==> src/rtl/dcache_axi_ctrl.sv <==
// Data-cache AXI bridge: turns dcache line refills and uncached single-word
// reads/writes into AXI4 read bursts and single-beat write transactions.
module dcache_axi_ctrl #(
   parameter int LINE_WORDS = 8
) (
   input  logic                       clk,
   input  logic                       rst_n,
   input  logic                       axi_rreq_i,
   input  logic                       uc_rreq_i,
   input  logic                       uc_wreq_i,
   input  logic [31:0]                addr_i,
   input  logic [3:0]                 wen_i,
   input  logic [31:0]                wdata_i,
   output logic                       rend_o,
   output logic                       wend_o,
   output logic [LINE_WORDS*32-1:0]   cacheline_rdata_o,
   output logic                       busy_o,
   output logic [31:0]                araddr_o,
   output logic [7:0]                 arlen_o,
   output logic                       arvalid_o,
   input  logic                       arready_i,
   input  logic [31:0]                rdata_i,
   input  logic                       rlast_i,
   input  logic                       rvalid_i,
   output logic                       rready_o,
   output logic [31:0]                awaddr_o,
   output logic                       awvalid_o,
   input  logic                       awready_i,
   output logic [31:0]                wdata_o,
   output logic [3:0]                 wstrb_o,
   output logic                       wvalid_o,
   input  logic                       wready_i,
   input  logic                       bvalid_i,
   output logic                       bready_o
);

   typedef enum logic [2:0] {
      S_IDLE,
      S_AR,
      S_R,
      S_AW_W,
      S_B
   } state_t;

   state_t      state_reg;
   logic [2:0]  beat_reg;
   logic [31:0] addr_reg;
   logic [31:0] wdata_reg;
   logic [3:0]  wstrb_reg;
   logic [7:0]  arlen_reg;
   logic        arvalid_reg;
   logic        rready_reg;
   logic        awvalid_reg;
   logic        wvalid_reg;
   logic        bready_reg;
   logic        rend_reg;
   logic        wend_reg;

   logic        aw_done;
   logic        w_done;
   logic        beat_fire;

   // A channel counts as done once its valid has dropped or is handshaking now.
   assign aw_done   = !awvalid_reg || awready_i;
   assign w_done    = !wvalid_reg || wready_i;
   assign beat_fire = (state_reg == S_R) && rvalid_i;

   assign busy_o    = (state_reg != S_IDLE);
   assign rend_o    = rend_reg;
   assign wend_o    = wend_reg;
   assign araddr_o  = addr_reg;
   assign awaddr_o  = addr_reg;
   assign arlen_o   = arlen_reg;
   assign arvalid_o = arvalid_reg;
   assign rready_o  = rready_reg;
   assign awvalid_o = awvalid_reg;
   assign wdata_o   = wdata_reg;
   assign wstrb_o   = wstrb_reg;
   assign wvalid_o  = wvalid_reg;
   assign bready_o  = bready_reg;

   // Main FSM: arbitrates requests in IDLE and sequences the AXI channels.
   always_ff @(posedge clk or negedge rst_n) begin
      if (!rst_n) begin
         state_reg   <= S_IDLE;
         beat_reg    <= '0;
         addr_reg    <= '0;
         wdata_reg   <= '0;
         wstrb_reg   <= '0;
         arlen_reg   <= '0;
         arvalid_reg <= 1'b0;
         rready_reg  <= 1'b0;
         awvalid_reg <= 1'b0;
         wvalid_reg  <= 1'b0;
         bready_reg  <= 1'b0;
         rend_reg    <= 1'b0;
         wend_reg    <= 1'b0;
      end else begin
         rend_reg <= 1'b0;
         wend_reg <= 1'b0;
         case (state_reg)
            S_IDLE: begin
               if (uc_rreq_i) begin
                  addr_reg    <= addr_i;
                  arlen_reg   <= 8'd0;
                  arvalid_reg <= 1'b1;
                  beat_reg    <= '0;
                  state_reg   <= S_AR;
               end else if (uc_wreq_i) begin
                  addr_reg    <= addr_i;
                  wdata_reg   <= wdata_i;
                  wstrb_reg   <= wen_i;
                  awvalid_reg <= 1'b1;
                  wvalid_reg  <= 1'b1;
                  state_reg   <= S_AW_W;
               end else if (axi_rreq_i) begin
                  addr_reg    <= addr_i;
                  arlen_reg   <= 8'(LINE_WORDS - 1);
                  arvalid_reg <= 1'b1;
                  beat_reg    <= '0;
                  state_reg   <= S_AR;
               end
            end
            S_AR: begin
               if (arready_i) begin
                  arvalid_reg <= 1'b0;
                  rready_reg  <= 1'b1;
                  state_reg   <= S_R;
               end
            end
            S_R: begin
               if (rvalid_i) begin
                  beat_reg <= beat_reg + 3'd1;
                  // rlast closes the burst no matter how many beats arrived
                  if (rlast_i) begin
                     rready_reg <= 1'b0;
                     rend_reg   <= 1'b1;
                     state_reg  <= S_IDLE;
                  end
               end
            end
            S_AW_W: begin
               if (awvalid_reg && awready_i) begin
                  awvalid_reg <= 1'b0;
               end
               if (wvalid_reg && wready_i) begin
                  wvalid_reg <= 1'b0;
               end
               if (aw_done && w_done) begin
                  bready_reg <= 1'b1;
                  state_reg  <= S_B;
               end
            end
            S_B: begin
               if (bvalid_i) begin
                  bready_reg <= 1'b0;
                  wend_reg   <= 1'b1;
                  state_reg  <= S_IDLE;
               end
            end
            default: begin
               state_reg <= S_IDLE;
            end
         endcase
      end
   end

   // One register per line word; only the word selected by the beat counter loads.
   generate
      for (genvar gi = 0; gi < LINE_WORDS; gi++) begin : g_word
         logic [31:0] word_reg;

         // Capture read data for this word slot on a matching beat.
         always_ff @(posedge clk or negedge rst_n) begin
            if (!rst_n) begin
               word_reg <= '0;
            end else if (beat_fire && (beat_reg == 3'(gi))) begin
               word_reg <= rdata_i;
            end
         end

         assign cacheline_rdata_o[gi*32 +: 32] = word_reg;
      end
   endgenerate

endmodule
==> config.mk <==
export PLATFORM = sky130hd
export DESIGN_NAME = dcache_axi_ctrl
export DESIGN_NICKNAME = d
export VERILOG_FILES = /design/src/rtl/dcache_axi_ctrl.sv
export SDC_FILE = /design/constraint.sdc
export NUM_CORES = 1
export LEC_CHECK = 0
export ABC_CLOCK_PERIOD_IN_PS = 3200
export BUFFER_PORTS_ARGS = -buffer_cell sky130_fd_sc_hd__clkbuf_2
export CORE_AREA = 2 2 187 189
export CTS_BUF_LIST = sky130_fd_sc_hd__clkbuf_8
export DETAILED_ROUTE_END_ITERATION = 8
export DIE_AREA = 0 0 189 191
export PLACE_DENSITY = 0.66
export SLEW_MARGIN = 10
export SYNTH_ARGS = -nofsm -noshare
export SYNTH_HDL_FRONTEND = slang
export SYNTH_SLANG_ARGS = --single-unit
==> constraint.sdc <==
create_clock -name clk -period 3.2 [get_ports clk]
set_input_delay 0.32 -clock clk [delete_from_list [all_inputs] [get_ports clk]]
set_output_delay 0.32 -clock clk [all_outputs]
set_load 0.02 [all_outputs]
* Word-level counts from Yosys, hierarchy flattened
Index checks and enable logic that the tools add are counted.
Storage, ports and cells: bits in registers 345, input port bits 111, output and inout port bits 372
Cells by class: $add $sub $neg 1, eq/ne operators 24, multiplexer cells 43, bitwise operators 1, reductions and logical operators 36
Operators by type and width (number):
- $mux 32 | 3
- $mux 3 | 12
- $mux 8 | 3
- $ne 2x2->1 const B | 10
- $reduce_and 4->1 | 5
- $mux 1 | 18
- $eq 3x3->1 const B | 5
- $pmux 3 s5 | 1
- $eq 3x2->1 const B | 4
- $logic_and 1x1->1 | 12
- $reduce_bool 2->1 | 6
- $pmux 1 s2 | 5
- $reduce_and 3->1 | 3
- $eq 3x1->1 const B | 2
- $logic_not 3->1 | 2
- $ne 3x3->1 const B | 2
- $pmux 3 s2 | 1
- $reduce_and 6->1 | 1
- $reduce_bool 3->1 | 2
- $ne 4x4->1 const B | 1
- $add 3x1->3 const B | 1
- $logic_not 1->1 | 2
- $logic_or 1x1->1 | 2
- $reduce_and 2->1 | 1
- $not 1->1 | 1

* Depth between registers and ports, before layout
depth in word-level cells 5, gate-level depth with buffers 7

* Worst setup path before layout
OpenSTA, ideal clock, no wires.
kind flip-flop to flip-flop, from register state_reg[0], to register addr_reg[10], in the netlist araddr_o[10], arrival 1656 ps, data required time 3075 ps, slack 1419 ps, stages on the path, launching flop included 7, buffers on the path 2, clock period less this slack 1781 ps, cell sequence dfrtp_1 buf_2 nor3_4 inv_1 nor2_4 buf_4 mux2_2
On the way: cells in the longest elaborated chain, start to end 2
Ends and longest elaborated chain:
- start: declaration | line 45 | state_t state_reg;
- start signal: assignment | line 85 | state_reg <= S_IDLE;
- start signal: assignment | line 108 | state_reg <= S_AR;
- start signal: assignment | line 115 | state_reg <= S_AW_W;
- $logic_not 3->1 | line 101 | case (state_reg)
- $reduce_and 2->1 (no line)
- end signal: assignment | line 104 | addr_reg <= addr_i;
- end signal: assignment | line 110 | addr_reg <= addr_i;
- end signal: assignment | line 117 | addr_reg <= addr_i;
- end: declaration | line 47 | logic [31:0] addr_reg;
No other way between the ends. A chain may end at the register's enable or synchronous reset.

* Worst setup path in the final report
from register state_reg[1], to register g_word[6].word_reg[15]
On the way: cells in the longest elaborated chain, start to end 3
Ends and longest elaborated chain:
- $eq 3x2->1 | line 66 | assign beat_fire = (state_reg == S_R) && rvalid_i;
- $logic_and 1x1->1 | line 66
- $logic_and 1x1->1 | line 177 | end else if (beat_fire && (beat_reg == 3'(gi))) begin
- end signal: assignment | line 178 | word_reg <= rdata_i;
- end: declaration | line 171 | logic [31:0] word_reg;
No other way between the ends.

==> reports/metrics.cfg <==
[outcome]
status = finished, final reports clean

[placed_design]
dpl_cell_area_mm2 = 0.01615
gp_congestion = 0.7682
io_buffers = 477
hpwl_um = 24050

[power]
ir_drop_mv = 0.6081
leakage_nw = 9.994
p_switching_mw = 5.952
powerDensity_mw_per_mm2 = 892.4
seqPwrFrac_pct = 38.8
p_sw_share_pct = 36.42
p_comb_share_pct = 34.7
power.internal_mw = 10.39
pwr-share-clk_pct = 26.5

[cells_and_area]
layout_common_cells = 476 x clkbuf_2, 338 x dfrtp_1, 224 x mux2_2
final_nets = 1494
syn_to_final_growth_pct = 35.07
largest_register_ffs = 256
stdcell_area_mm2 = 0.01831
multi_input_area_mm2 = 0.004492
n_fill_cell = 2870
antennaDiodeCount = 0
final_common_cell = clkbuf_2
drive_gt1_share_pct = 64.51
seq_area_mm2 = 0.008458

[floorplanning]
coreArea_mm2 = 0.03412
io_pins = 483
die_area_mm2 = 0.03610
die_h_um = 191
rows = 68
die_x_um = 189
initial_core_util_pct = 39.74

[worst_setup_path]
worstSetupPathType = reg2reg
cp_cell_sequence = and3_1 > buf_4 > nand3_4 > mux2_4
slowest_stage = dfrtp_1
worstPathArrival_ns = 2.86
crit_required_ns = 3.69
slowest_delay_ns = 0.64
start_kind = flip-flop
endpoint_kind = flip-flop
critPathMaxFanout = 32

[timing]
final_max_slew_viol_count = 0
min_period_over_period_pct = 74.22
fmax_mhz = 421.0
hold-worst-slack_ns = 0.06270
tns_ns = 0
setup_viol = 0
maxSlewHeadroom_pct = 38.87
grt_setup_unrepaired = no
fin_skew_ns = 0.02446
finalCriticalPeriod_ns = 2.375
tightest_slew_ns = 0.9147
hold_violations = 0

[clock_tree]
clock_path_buffers = 3
cts_tree = built
clock-sinks = 338
clk_pin_slew_ns = 0.07
cts_setup_buffers = 0
h-tree-depth = 2
cts_resized = 0
root_buffer = clkbuf_8
clk_latency_ns = 0.63
cts_made_buffers = 58

[synth]
synth_cell_types = 35
synth_fa_ha_area_share_pct = 0.5538
synth_simple_gate_area_share_pct = 2.206
avgSynthCellArea_um2 = 16.84
synth-seq-area-share_pct = 62.39
synth_xor_area_share_pct = 0
netlist_area_mm2 = 0.01356
synth_mux_area_share_pct = 29.40
ys_seq_elements = 338
yosysWarnings = 0
synth_compound_area_share_pct = 0.8306
synth_cells = 805
synth_top_family_by_area = multiplexers

[drt]
dr_total_vias = 8859
viasPerCell = 4.717
finalWirelength_um = 36040
wl_per_cell_um = 19.19
antenna_left = 0
drc = 0
drtPass1Iterations = 4
drt-initial-drc-count = 269

[grt]
track_usage_pct = 19.94
grt_overflow_total = 0
antenna_found_initial = 0
grt_pass1_wl_um = 55340
grt_pass1_vias = 9297
grt_start_max_net_pins = 92

[flow_run]
maxCapViolations = 0

[hold_path]
hold_path.class = in2reg

==> layer usage <==
metal | up-vias | part of all wire, % | GRT usage, %
met5 | - | 0 | 0
met4 | 0 | 2.8 | 7.662
met3 | 66 | 7.1 | 5.599
met2 | 355 | 48 | 32.57
met1 | 4486 | 42 | 25.20
li1 | 3952 | - | -
==> Yosys cell counts <==
master | count | share of area, %
nor2_4 | 1 | 0.083
buf_6 | 19 | 1.6
mux2_1 | 14 | 1.2
nor2_2 | 2 | 0.092
nand3_4 | 3 | 0.39
a21o_1 | 1 | 0.055
mux2_4 | 87 | 9.6
o32a_1 | 1 | 0.074
a22o_1 | 1 | 0.065
buf_2 | 5 | 0.18
and3_1 | 1 | 0.046
o21ai_0 | 3 | 0.11
nand2_1 | 6 | 0.17
nor2b_1 | 2 | 0.092
mux2_2 | 224 | 19
nor2_1 | 6 | 0.17
ha_1 | 6 | 0.55
nor3_4 | 1 | 0.12
dfrtp_1 | 338 | 62
a31oi_1 | 3 | 0.14
nand2_2 | 6 | 0.28
a21oi_1 | 5 | 0.18
nor3_1 | 2 | 0.074
buf_4 | 48 | 2.7
nand4bb_4 | 1 | 0.20
nand4_1 | 1 | 0.046
nor4b_1 | 2 | 0.13
inv_1 | 6 | 0.17
o311ai_0 | 1 | 0.065
conb_1 | 1 | 0.028
and3b_1 | 1 | 0.065
a31o_2 | 1 | 0.065
nand2b_1 | 4 | 0.18
a21bo_2 | 1 | 0.074
nor4bb_1 | 1 | 0.074
==> per-stage QoR <==
stage	instances	power [mW]	setup slack (ns)	utilization [%]
after floorplan	809	10.17	1.419	-
after global placement	1689	11.89	0.8319	47.34
after detailed placement	1689	12.02	0.7460	47.34
after CTS	1878	16.52	0.7416	53.67
after global routing	1878	17.16	0.6766	53.67
final	1878	16.34	0.8250	53.67
==> logic make-up (layout without fill, tap and decap cells) <==
kind of cell             count (synthesis)  count (layout)
flip-flops                             338             338
multiplexers                           325             325
buffers and inverters                   78             692
AND/OR/NAND/NOR                         40              40
AO/OA/AOI/OAI                           17              17
adder cells (fa/ha/maj)                  6               6
other                                    1               5
==> cell type report <==
cell class	instances	share of cell area, %
sequential	338	46.19
multi-input combinational	393	24.53
timing repair buffer	580	18.79
clock buffer	80	6.013
tap	455	3.109
clock inverter	26	1.244
inverter	6	0.1230
==> what timing repair did <==
item                                    in CTS  in global routing
hold endpoints to repair                   198                  0
endpoints found under the setup margin       0                  0
hold buffers                                83                  0
==> power groups by stage <==
stage | logic, mW | registers, mW | clock network [mW]
after floorplan | 2.44 | 7.73 | 0
after CTS | 5.73 | 6.32 | 4.46
final | 5.68 | 6.34 | 4.33
after global routing | 6.03 | 6.48 | 4.66
after global placement | 5.57 | 6.32 | 0
after detailed placement | 5.64 | 6.38 | 0
==> final timing paths <==
path	start	end	slack [ns]	cells after the start
max reg2reg	state_reg[1]	g_word[6].word_reg[15]	0.82	4
max	state_reg[1]	g_word[6].word_reg[15]	0.82	4
max in group asynchronous	rst_n	g_word[0].word_reg[28]	1.98	3
min	rdata_i[22]	g_word[5].word_reg[22]	0.06	2
min reg2reg	g_word[3].word_reg[19]	g_word[3].word_reg[19]	0.49	1
min in group asynchronous	rst_n	g_word[1].word_reg[0]	0.35	2
==> worst max-delay path: cells and delay by family (launching register included) <==
| family | cells | cell delay (ns) |
|---|---|---|
| buffers and inverters | 1 | 0.20 |
| DFF | 1 | 0.64 |
| muxes | 1 | 0.52 |
| and+or+nand+nor | 2 | 0.88 |
No activity file was read; power rests on OpenSTA's default activity.
